==> config.mk <==
export PLATFORM = sky130hd
export DESIGN_NAME = leaf_out_arbiter_flat
export DESIGN_NICKNAME = d
export VERILOG_FILES = /design/src/rtl/leaf_pkg.sv /design/src/rtl/leaf_out_arbiter_if.sv /design/src/rtl/rr_arbiter.sv /design/src/rtl/leaf_out_arbiter.sv /design/src/flat_wrapper.sv
export SDC_FILE = /design/constraint.sdc
export NUM_CORES = 1
export LEC_CHECK = 0
export ABC_AREA = 1
export CAP_MARGIN = 20
export CORE_UTILIZATION = 46
export CTS_CLUSTER_DIAMETER = 120
export DETAILED_ROUTE_END_ITERATION = 16
export PLACE_DENSITY = 0.74
export SETUP_SLACK_MARGIN = 0.3
export SYNTH_ARGS = -nofsm -noshare
export SYNTH_HDL_FRONTEND = slang
export SYNTH_SLANG_ARGS = --single-unit
export TNS_END_PERCENT = 30
==> constraint.sdc <==
create_clock -name clk -period 3.2 [get_ports clk]
set_clock_uncertainty 0.05 [all_clocks]
set_input_delay 0.96 -clock clk [delete_from_list [all_inputs] [get_ports clk]]
set_output_delay 0.96 -clock clk [all_outputs]
set_load 0.005 [all_outputs]
==> src/rtl/leaf_pkg.sv <==
// Shared definitions for the leaf output arbiter: packet field layout,
// credit counter width, configuration entry and output register states.
package leaf_pkg;

   // Packet layout {vld, leaf, port, addr, payload}
   localparam int VLD_BIT     = 48;
   localparam int LEAF_LSB    = 43;
   localparam int PORT_LSB    = 39;
   localparam int ADDR_LSB    = 32;

   localparam int LEAF_W      = 5;
   localparam int PORT_W      = 4;
   localparam int BRAM_ADDR_W = 7;

   // One extra bit so a full receiver BRAM (2^BRAM_ADDR_W credits) is representable
   localparam int CREDIT_W    = BRAM_ADDR_W + 1;

   typedef struct packed {
      logic              en;
      logic [LEAF_W-1:0] leaf;
      logic [PORT_W-1:0] port;
   } cfg_entry_t;

   typedef enum logic {
      EMPTY = 1'b0,
      FULL  = 1'b1
   } out_state_t;

endpackage

==> src/rtl/leaf_out_arbiter_if.sv <==
// User stream and BFT-side packet handshake bundle for the leaf output arbiter.
// The master modport is the arbiter's view; slave is the surrounding logic.
interface leaf_out_arbiter_if #(
   parameter int NUM_OUT_PORTS = 3,
   parameter int PAYLOAD_BITS  = 32,
   parameter int PACKET_BITS   = 49
);
   logic [NUM_OUT_PORTS*PAYLOAD_BITS-1:0] din_user;
   logic [NUM_OUT_PORTS-1:0]              vld_user;
   logic [NUM_OUT_PORTS-1:0]              ack_user;
   logic [PACKET_BITS-1:0]                pkt_out;
   logic                                  pkt_rdy;
   logic                                  resend;

   modport master (
      input  din_user,
      input  vld_user,
      input  pkt_rdy,
      input  resend,
      output ack_user,
      output pkt_out
   );

   modport slave (
      output din_user,
      output vld_user,
      output pkt_rdy,
      output resend,
      input  ack_user,
      input  pkt_out
   );
endinterface

==> src/rtl/rr_arbiter.sv <==
// Round-robin arbiter: one-hot grant to the first request at or after the
// pointer, wrapping. The pointer moves past the winner only when advance is set.
module rr_arbiter #(
   parameter int NUM_REQ = 3
) (
   input  logic               clk,
   input  logic               reset_n,
   input  logic [NUM_REQ-1:0] req,
   input  logic               advance,
   output logic [NUM_REQ-1:0] gnt
);
   localparam int PTR_W = (NUM_REQ > 1) ? $clog2(NUM_REQ) : 1;

   logic [PTR_W-1:0]   ptr_q;
   logic [PTR_W-1:0]   ptr_d;
   logic [PTR_W-1:0]   win;
   logic [NUM_REQ-1:0] masked;
   logic [NUM_REQ-1:0] sel;

   // Prefer requests at or above the pointer; fall back to all requests to wrap.
   always_comb begin
      masked = '0;
      for (int i = 0; i < NUM_REQ; i++) begin
         masked[i] = req[i] && (i >= int'(ptr_q));
      end
      sel = (|masked) ? masked : req;
      win = '0;
      for (int i = NUM_REQ - 1; i >= 0; i--) begin
         if (sel[i]) win = PTR_W'(i);
      end
      gnt = '0;
      for (int i = 0; i < NUM_REQ; i++) begin
         gnt[i] = sel[i] && (win == PTR_W'(i));
      end
      ptr_d = (win == PTR_W'(NUM_REQ - 1)) ? '0 : win + PTR_W'(1);
   end

   // Pointer moves one past the winner whenever a grant is taken.
   always_ff @(posedge clk or negedge reset_n) begin
      if (!reset_n) begin
         ptr_q <= '0;
      end else if (advance) begin
         ptr_q <= ptr_d;
      end
   end

endmodule

==> src/rtl/leaf_out_arbiter.sv <==
// Leaf output arbiter: round-robins the user output streams onto the single
// BFT packet link, stamping each word with its configured destination and a
// running receiver BRAM address, and gating each stream on freespace credit.
module leaf_out_arbiter
   import leaf_pkg::*;
#(
   parameter int PACKET_BITS           = 49,
   parameter int PAYLOAD_BITS          = 32,
   parameter int NUM_LEAF_BITS         = 5,
   parameter int NUM_PORT_BITS         = 4,
   parameter int NUM_ADDR_BITS         = 7,
   parameter int NUM_OUT_PORTS         = 3,
   parameter int NUM_BRAM_ADDR_BITS    = 7,
   parameter int FREESPACE_UPDATE_SIZE = 64
) (
   input  logic                     clk,
   input  logic                     reset_n,
   leaf_out_arbiter_if.master       bus,
   input  logic                     cfg_we,
   input  logic [NUM_PORT_BITS-1:0] cfg_idx,
   input  logic [NUM_LEAF_BITS-1:0] cfg_leaf,
   input  logic [NUM_PORT_BITS-1:0] cfg_port,
   input  logic                     cfg_en,
   input  logic                     upd_vld,
   input  logic [NUM_PORT_BITS-1:0] upd_idx,
   output logic                     credit_ovf
);
   localparam int                SUM_W      = CREDIT_W + 1;
   localparam logic [SUM_W-1:0]  CREDIT_MAX = SUM_W'(1) << NUM_BRAM_ADDR_BITS;
   localparam logic [SUM_W-1:0]  UPD_AMT    = SUM_W'(FREESPACE_UPDATE_SIZE);

   cfg_entry_t               cfg_q    [NUM_OUT_PORTS];
   logic [CREDIT_W-1:0]      credit_q [NUM_OUT_PORTS];
   logic [CREDIT_W-1:0]      credit_d [NUM_OUT_PORTS];
   logic [SUM_W-1:0]         sum_c    [NUM_OUT_PORTS];
   logic [NUM_ADDR_BITS-1:0] addr_q   [NUM_OUT_PORTS];

   logic [NUM_OUT_PORTS-1:0] eligible;
   logic [NUM_OUT_PORTS-1:0] req;
   logic [NUM_OUT_PORTS-1:0] gnt;
   logic [NUM_OUT_PORTS-1:0] upd_hit;
   logic                     grant;
   logic                     can_load;
   logic                     ovf_set;

   out_state_t               state_q;
   out_state_t               state_d;
   logic [PACKET_BITS-1:0]   pkt_p0;
   logic [PACKET_BITS-1:0]   pkt_p1;

   // Per-port eligibility and request gating on register space and resend.
   always_comb begin
      eligible = '0;
      upd_hit  = '0;
      for (int i = 0; i < NUM_OUT_PORTS; i++) begin
         eligible[i] = bus.vld_user[i] && cfg_q[i].en && (credit_q[i] != '0);
         upd_hit[i]  = upd_vld && (upd_idx == NUM_PORT_BITS'(i));
      end
      req = (can_load && !bus.resend) ? eligible : '0;
   end

   rr_arbiter #(
      .NUM_REQ (NUM_OUT_PORTS)
   ) u_rr_arbiter (
      .clk     (clk),
      .reset_n (reset_n),
      .req     (req),
      .advance (grant),
      .gnt     (gnt)
   );

   assign grant        = |gnt;
   assign bus.ack_user = gnt;
   assign bus.pkt_out  = pkt_p1;

   // Output register state: next state plus the load-enable it implies.
   always_comb begin
      state_d  = state_q;
      can_load = (state_q == EMPTY) || bus.pkt_rdy;
      case (state_q)
         EMPTY:   if (grant) state_d = FULL;
         FULL:    if (bus.pkt_rdy && !grant) state_d = EMPTY;
         default: state_d = EMPTY;
      endcase
   end

   // Output register state update.
   always_ff @(posedge clk or negedge reset_n) begin
      if (!reset_n) begin
         state_q <= EMPTY;
      end else begin
         state_q <= state_d;
      end
   end

   // ---- stage p0: assemble the winner's packet from its table entry and counters
   always_comb begin
      pkt_p0          = '0;
      pkt_p0[VLD_BIT] = 1'b1;
      for (int i = 0; i < NUM_OUT_PORTS; i++) begin
         if (gnt[i]) begin
            pkt_p0[LEAF_LSB +: NUM_LEAF_BITS] = cfg_q[i].leaf;
            pkt_p0[PORT_LSB +: NUM_PORT_BITS] = cfg_q[i].port;
            pkt_p0[ADDR_LSB +: NUM_ADDR_BITS] = addr_q[i];
            pkt_p0[0 +: PAYLOAD_BITS]         = bus.din_user[i*PAYLOAD_BITS +: PAYLOAD_BITS];
         end
      end
   end

   // ---- stage p1: packet register; held under backpressure, cleared once drained
   always_ff @(posedge clk or negedge reset_n) begin
      if (!reset_n) begin
         pkt_p1 <= '0;
      end else if (grant) begin
         pkt_p1 <= pkt_p0;
      end else if ((state_q == FULL) && bus.pkt_rdy) begin
         pkt_p1 <= '0;
      end
   end

   // Next credit per port: +update, -grant, saturating at a full BRAM.
   always_comb begin
      ovf_set = 1'b0;
      for (int i = 0; i < NUM_OUT_PORTS; i++) begin
         sum_c[i] = {1'b0, credit_q[i]}
                  + (upd_hit[i] ? UPD_AMT : '0)
                  - (gnt[i] ? SUM_W'(1) : '0);
         if (sum_c[i] > CREDIT_MAX) begin
            credit_d[i] = CREDIT_W'(CREDIT_MAX);
            ovf_set     = 1'b1;
         end else begin
            credit_d[i] = sum_c[i][CREDIT_W-1:0];
         end
      end
   end

   // Credit and write-address counters; addresses wrap with the BRAM depth.
   always_ff @(posedge clk or negedge reset_n) begin
      if (!reset_n) begin
         for (int i = 0; i < NUM_OUT_PORTS; i++) begin
            credit_q[i] <= CREDIT_W'(CREDIT_MAX);
            addr_q[i]   <= '0;
         end
      end else begin
         for (int i = 0; i < NUM_OUT_PORTS; i++) begin
            credit_q[i] <= credit_d[i];
            if (gnt[i]) addr_q[i] <= addr_q[i] + NUM_ADDR_BITS'(1);
         end
      end
   end

   // Sticky overflow flag: only reset clears it.
   always_ff @(posedge clk or negedge reset_n) begin
      if (!reset_n) begin
         credit_ovf <= 1'b0;
      end else if (ovf_set) begin
         credit_ovf <= 1'b1;
      end
   end

   // Destination table; writes to indices beyond the last port fall through.
   always_ff @(posedge clk or negedge reset_n) begin
      if (!reset_n) begin
         for (int i = 0; i < NUM_OUT_PORTS; i++) begin
            cfg_q[i] <= '0;
         end
      end else if (cfg_we) begin
         for (int i = 0; i < NUM_OUT_PORTS; i++) begin
            if (cfg_idx == NUM_PORT_BITS'(i)) begin
               cfg_q[i] <= '{en: cfg_en, leaf: cfg_leaf, port: cfg_port};
            end
         end
      end
   end

endmodule

==> src/flat_wrapper.sv <==
// flat-port wrapper written by rule: the top's interface ports become plain ports
module leaf_out_arbiter_flat import leaf_pkg::*;
#(
   parameter int PACKET_BITS           = 49,
   parameter int PAYLOAD_BITS          = 32,
   parameter int NUM_LEAF_BITS         = 5,
   parameter int NUM_PORT_BITS         = 4,
   parameter int NUM_ADDR_BITS         = 7,
   parameter int NUM_OUT_PORTS         = 3,
   parameter int NUM_BRAM_ADDR_BITS    = 7,
   parameter int FREESPACE_UPDATE_SIZE = 64
)
  (clk, reset_n, cfg_we, cfg_idx, cfg_leaf, cfg_port, cfg_en, upd_vld, upd_idx, credit_ovf, bus_din_user, bus_vld_user, bus_pkt_rdy, bus_resend, bus_ack_user, bus_pkt_out);
  leaf_out_arbiter_if #(.NUM_OUT_PORTS(NUM_OUT_PORTS), .PAYLOAD_BITS(PAYLOAD_BITS), .PACKET_BITS(PACKET_BITS)) bus_i ();
  input  logic clk;
  input  logic reset_n;
  input  logic cfg_we;
  input  logic [NUM_PORT_BITS-1:0] cfg_idx;
  input  logic [NUM_LEAF_BITS-1:0] cfg_leaf;
  input  logic [NUM_PORT_BITS-1:0] cfg_port;
  input  logic cfg_en;
  input  logic upd_vld;
  input  logic [NUM_PORT_BITS-1:0] upd_idx;
  output logic credit_ovf;
  input wire logic [$bits(bus_i.din_user)-1:0] bus_din_user;
  input wire logic [$bits(bus_i.vld_user)-1:0] bus_vld_user;
  input wire logic [$bits(bus_i.pkt_rdy)-1:0] bus_pkt_rdy;
  input wire logic [$bits(bus_i.resend)-1:0] bus_resend;
  output wire logic [$bits(bus_i.ack_user)-1:0] bus_ack_user;
  output wire logic [$bits(bus_i.pkt_out)-1:0] bus_pkt_out;
  assign bus_i.din_user = bus_din_user;
  assign bus_i.vld_user = bus_vld_user;
  assign bus_i.pkt_rdy = bus_pkt_rdy;
  assign bus_i.resend = bus_resend;
  assign bus_ack_user = bus_i.ack_user;
  assign bus_pkt_out = bus_i.pkt_out;
  leaf_out_arbiter #(.PACKET_BITS(PACKET_BITS), .PAYLOAD_BITS(PAYLOAD_BITS), .NUM_LEAF_BITS(NUM_LEAF_BITS), .NUM_PORT_BITS(NUM_PORT_BITS), .NUM_ADDR_BITS(NUM_ADDR_BITS), .NUM_OUT_PORTS(NUM_OUT_PORTS), .NUM_BRAM_ADDR_BITS(NUM_BRAM_ADDR_BITS), .FREESPACE_UPDATE_SIZE(FREESPACE_UPDATE_SIZE)) u_core (.clk(clk), .reset_n(reset_n), .bus(bus_i), .cfg_we(cfg_we), .cfg_idx(cfg_idx), .cfg_leaf(cfg_leaf), .cfg_port(cfg_port), .cfg_en(cfg_en), .upd_vld(upd_vld), .upd_idx(upd_idx), .credit_ovf(credit_ovf));
endmodule
Word-level counts from Yosys, hierarchy flattened --
Cells that the tools add are included.
Word-level totals: bits in registers 128, input bits 123, output and inout port bits 53, word-level logic and storage cells 101
Cells by class: add/subtract/negate cells 10, order comparisons 6, eq/ne operators 6, mux-type cells 26, bitwise operators 1, reductions and logical operators 33
Operators with widths (count):
- 48-bit two-way mux | 3
- 49-bit two-way mux | 2
- 8-bit by 9-bit adder with 9-bit output | 3
- 9-bit by 8-bit > comparator with 1-bit output, second input constant | 3
- 9-bit subtractor | 3
- 8-bit two-way mux | 3
- 8-bit nonzero test | 3
- 7-bit by 1-bit adder with 7-bit output, second input constant | 3
- 7-bit two-way mux | 3
- 1-bit logical AND | 18
- 4-bit by 1-bit == test with 1-bit output, second input constant | 2
- 4-bit by 2-bit == test with 1-bit output, second input constant | 2
- 4-bit zero test | 2
- 1-bit two-way mux | 8
- 2-bit two-way mux | 4
- 3-bit two-way mux | 2
- 2-bit AND reduction | 3
- 3-bit OR reduction | 2
- 1-bit by 2-bit greater-or-equal comparator with 1-bit output, first input constant | 2
- 2-bit by 1-bit adder with 2-bit output, second input constant | 1
- 2-bit by 1-bit == test with 1-bit output, second input constant | 1
- 2-bit == test, second input constant | 1
- 2-bit greater-or-equal comparator, first input constant | 1
- 1-bit zero test | 2
- 5 further kinds | 5

Depth between registers and ports, before layout --
depth in word-level cells 18, gate-level depth with buffers 28, gate-level depth less buffers 28

By module --
Synthesis repeated with hierarchy kept, for this count alone.
Second synthesis, totals: cells, all modules 820, area, all modules 6884.1 um^2
By module, submodules not included:
- leaf_out_arbiter | instances 1, cells each 794, area an instance 6734.0 um^2, sequential area each 3156.8 um^2
- rr_arbiter | instances 1, cells each 26, area an instance 150.1 um^2, sequential area each 50.0 um^2

Worst setup path after synthesis --
Ideal clock, no wire load.
path type input port to flip-flop, start input port bus_pkt_rdy, end register u_core.credit_ovf, setup time 119 ps, arrival 3417 ps, required time 3031 ps, slack -386 ps, cell stages on the path 24, path buffers 0, cell sequence inv_1 nand2_2 nand2_2 nor2_2 nand2_2 nand2_2 nand2_2 nand2_4 nand2_1 inv_1 ha_1 inv_1 ha_1 inv_1 fa_1 nand3_1 nor2_1 nand3_1 nor2_1 nand2_1 nand2_1 nand2_1 nor2_1 nand2_1
Between the ends: elaborated cells on any way between the ends 29, classes of those cells 3 x add/sub; 3 x order compare; 2 x eq/ne; 11 x mux; 10 x reduce/logical
RTL lines:
- from (decl) | RTL line flat_wrapper.sv:27 | input wire logic [$bits(bus_i.pkt_rdy)-1:0] bus_pkt_rdy;
- 1-bit logical OR (*) | RTL line leaf_out_arbiter.sv:79 | can_load = (state_q == EMPTY) || bus.pkt_rdy;
- 1-bit logical AND (*) | RTL line leaf_out_arbiter.sv:59 | req = (can_load && !bus.resend) ? eligible : '0;
- 3-bit two-way mux (*) | RTL line leaf_out_arbiter.sv:59
- 1-bit logical AND | RTL line rr_arbiter.sv:24 | masked[i] = req[i] && (i >= int'(ptr_q));
- 3-bit OR reduction | RTL line rr_arbiter.sv:26 | sel = (|masked) ? masked : req;
- 3-bit two-way mux (*) | RTL line rr_arbiter.sv:26
- 2-bit two-way mux (3 in a row) | RTL line rr_arbiter.sv:29 | if (sel[i]) win = PTR_W'(i);
- 2-bit by 1-bit == test with 1-bit output | RTL line rr_arbiter.sv:33 | gnt[i] = sel[i] && (win == PTR_W'(i));
- 1-bit logical AND (*) | RTL line rr_arbiter.sv:33
- named net bus_ack_user[1] | RTL line flat_wrapper.sv:29 | output wire logic [$bits(bus_i.ack_user)-1:0] bus_ack_user;
- 1-bit two-way mux (*) | RTL line leaf_out_arbiter.sv:127 | - (gnt[i] ? SUM_W'(1) : '0);
- 9-bit subtractor (*) | RTL line leaf_out_arbiter.sv:127
- 9-bit by 8-bit > comparator with 1-bit output (*) | RTL line leaf_out_arbiter.sv:128 | if (sum_c[i] > CREDIT_MAX) begin
- 1-bit two-way mux (*) (2 in a row) | RTL line leaf_out_arbiter.sv:128
- to (signal assigned) | RTL line leaf_out_arbiter.sv:155 | credit_ovf <= 1'b0;
- to (signal assigned) | RTL line leaf_out_arbiter.sv:157 | credit_ovf <= 1'b1;
- to (decl) | RTL line leaf_out_arbiter.sv:26 | output logic credit_ovf
Mark *: on every way through the listed nets, which the timed path passes. The rest lies on a longest branch. A chain may end at the register's enable or synchronous reset.

==> flow_summary.json <==
{
  "outcome": "finished, violations left",
  "violations": "setup timing",
  "wl_per_cell_um": 16.2,
  "num_rows": 45,
  "cts_sinks": 128,
  "wl_um": 22000,
  "viasPerCell": 5.44,
  "synthCells": 908,
  "gp_congestion": 0.868,
  "ios": 176,
  "die_w_um": 128,
  "fin_crit_sh_pct": 105,
  "final_cells": 1358,
  "yosys_warnings": 0,
  "final_cell_mix": "182 x nand2_1, 166 x clkdlybuf4s50_1, 132 x nand3_1, 125 x dfrtp_1, 115 x nand4_1",
  "start_util_pct": 47.7,
  "worstHoldStart": "u_core.cfg_q[17]",
  "final_area_mm2": 0.0106,
  "highest_layer": "met4",
  "timing.critical_path.buf_inv": 7,
  "slowest_stage": "fa_2",
  "final_common_cell": "nand2_1",
  "slew-limit-headroom_pct": 51.6,
  "syn_area_mm2": 0.00733,
  "synth.yosys.seq_area_share_pct": 43.8,
  "drive_gt1_share_pct": 15.9,
  "hpwl_um": 14300,
  "synth_seq_cells": 128,
  "grt_pass1_vias": 7289,
  "htreeDepth": 4,
  "drc": 0,
  "min_period_ns": 3.36,
  "cp.arrival_ns": 3.65,
  "hold_class": "reg -> reg",
  "reg2reg_from": "u_core.credit_q[4]",
  "cp_slowest_stage_delay_ns": 0.53,
  "nNetsFinal": 1299,
  "grt_remaining_overflow": 0,
  "p_leak_nw": 4.97,
  "pre_cts_ws_ns": -0.995,
  "layout_setup_ws_ns": -0.163,
  "tightest_slew_ns": 0.726,
  "max-cap-violations": 0,
  "synthesis.nets": 1070,
  "crit_fanout": 8,
  "maxSlewViolCount": 0,
  "cts_tree": "done",
  "grt_pass1_wl_um": 35200,
  "cp-end-kind": "flip-flop",
  "grt_start_max_net_pins": 102,
  "drt-met1-wl_um": 9310,
  "worstSetupPathType": "in -> reg",
  "cp_top_family": "simple AND/OR/NAND/NOR gates",
  "ys_types": 29,
  "track_usage_pct": 27.5,
  "fmax_mhz": 297,
  "placedCellCount": 1313,
  "place_area_mm2": 0.00966,
  "cts_buffers": 17,
  "first_pass_iters": 5,
  "avgSynthCellArea_um2": 8.07,
  "vdd_ir_drop_max_mv": 0.518,
  "core_area_mm2": 0.0154,
  "fin_hold_ws_ns": 0.436,
  "setup_viol": 12,
  "die_h_um": 128,
  "grt_antenna_before_repair": 0,
  "finalHoldViolCount": 0,
  "drtAntennaViolNets": 0,
  "cp_cell_sequence": "buf_6 -> buf_6 -> inv_12 -> nand2_8 -> nand4_1 -> nor2_1 -> nand2_2 -> inv_2 -> nand2_8 -> nand2_4 -> inv_4 -> ha_4 -> inv_2 -> ha_4 -> inv_2 -> fa_2 -> nand3_2 -> nor2_1 -> nand3_1 -> nor2_1 -> nand2_1 -> nand2_2 -> nand2_4 -> a21oi_1",
  "startpoint_type": "primary input",
  "rsz0062_at_grt": "true",
  "diodes": 0,
  "crit_start": "bus_pkt_rdy",
  "p_total_mw": 8.79,
  "route.met2.wl_um": 10700,
  "portBuffers": 175,
  "clk_pin_slew_ns": 0.05,
  "drt-initial-drc-count": 497,
  "met3_length_um": 1470,
  "crit_required_ns": 3.48,
  "ctsHoldBuffers": 0,
  "area_delta_synth_final_pct": 44.2,
  "p_per_area_mw_per_mm2": 832,
  "die_area_mm2": 0.0164,
  "insertion_delay_ns": 0.42,
  "cts_root_buffer": "clkbuf_16",
  "clockBufferDepth": 2,
  "vias": 7391
}
cell usage after synthesis:
cell type  count  area share, %
nand2_1      195             10
nand3_1      139            9.5
dfrtp_1      125             43
nand4_1      115            9.8
inv_1        101            5.2
nor2_1        48            2.5
ha_1          36            6.1
o21ai_0       35            2.4
a21oi_1       19            1.3
clkbuf_1      18           0.92
xor2_1        12            1.4
buf_6         11            1.7
buf_4          9           0.92
buf_2          8           0.55
nand2_2        6           0.51
xnor2_1        5           0.60
nand3b_1       4           0.41
dfstp_2        3            1.1
fa_1           3           0.82
inv_2          3           0.15
o21a_1         3           0.31
nor2_2         2           0.17
nor3_1         2           0.14
buf_8          1           0.20
nand2_4        1           0.15
nand2b_1       1          0.085
nand3_2        1           0.14
nor2_4         1           0.15
nor4_1         1          0.085
final timing paths:
path,endpoint,slack (ns),cells past startpoint
max in group asynchronous,u_core.credit_q[7],1.89,2
max,u_core.credit_q[5],-0.16,24
min reg2reg,u_core.cfg_q[17],0.44,2
max reg2reg,u_core.credit_q[5],-0.14,24
min,u_core.cfg_q[17],0.44,2
min in group asynchronous,u_core.bus.pkt_out[42],0.45,1
cell type report:
class	count	area [um^2]
clock inverters	8	115
well taps	211	264
repair buffers	257	2430
clock buffers	21	450
inverters	104	418
fillers	1228	4810
flip-flops and latches	128	3210
multi-input cells	629	3680
flip-flops by register name (all words and copies together) (netlist names):
register,cells
u_core.bus.pkt_out,49
u_core.state_q,1
u_core.credit_q,24
u_core.credit_ovf,1
u_core.cfg_q,30
u_core.addr_q,21
u_core.u_rr_arbiter.ptr_q,2
tightest hold or removal path, stage by stage (launching register included):
cell     delay (ns)
dfrtp_1        0.34
nand2_1        0.05
o21ai_0        0.06
kinds of logic (layout without fill, tap and decap cells):
group                      Yosys count  count (layout)  share of synthesized area [%]
DFF                                128             128                           43.8
buffers and inverters              151             390                           9.62
adders and majority gates           39              39                           6.97
AOI/OAI and AO/OA                   57              57                           4.00
and+or+nand+nor                    516             516                           33.6
xor gates and xnor gates            17              17                           2.03
metrics by stage:
| step | TNS, ns | utilization (%) |
|---|---|---|
| 2_1_floorplan | -2.28 | - |
| 4_1_cts | -0.00102 | 68.0 |
| 5_1_grt | -3.81 | 68.7 |
| 3_5_place_dp | -34.45 | 62.9 |
| 6_report | -0.990 | 68.7 |
| 3_3_place_gp | -31.51 | 62.9 |
power by group:
group,internal [mW],switching [mW]
logic,2.09,2.27
registers,2.17,0.359
clock network,1.22,0.682
what timing repair did:
item,in CTS,in global routing
gates resized for setup,58,27
pin swaps,35,33
setup endpoints to repair,70,30
setup buffers,12,4
metal layers:
layer  track usage [%]  up-vias
met5                 0        -
met4              10.6        0
met3              6.97       44
met2              47.7      259
met1              32.5     3551
li1                  -     3537
Power figures use the tool's default switching activity.
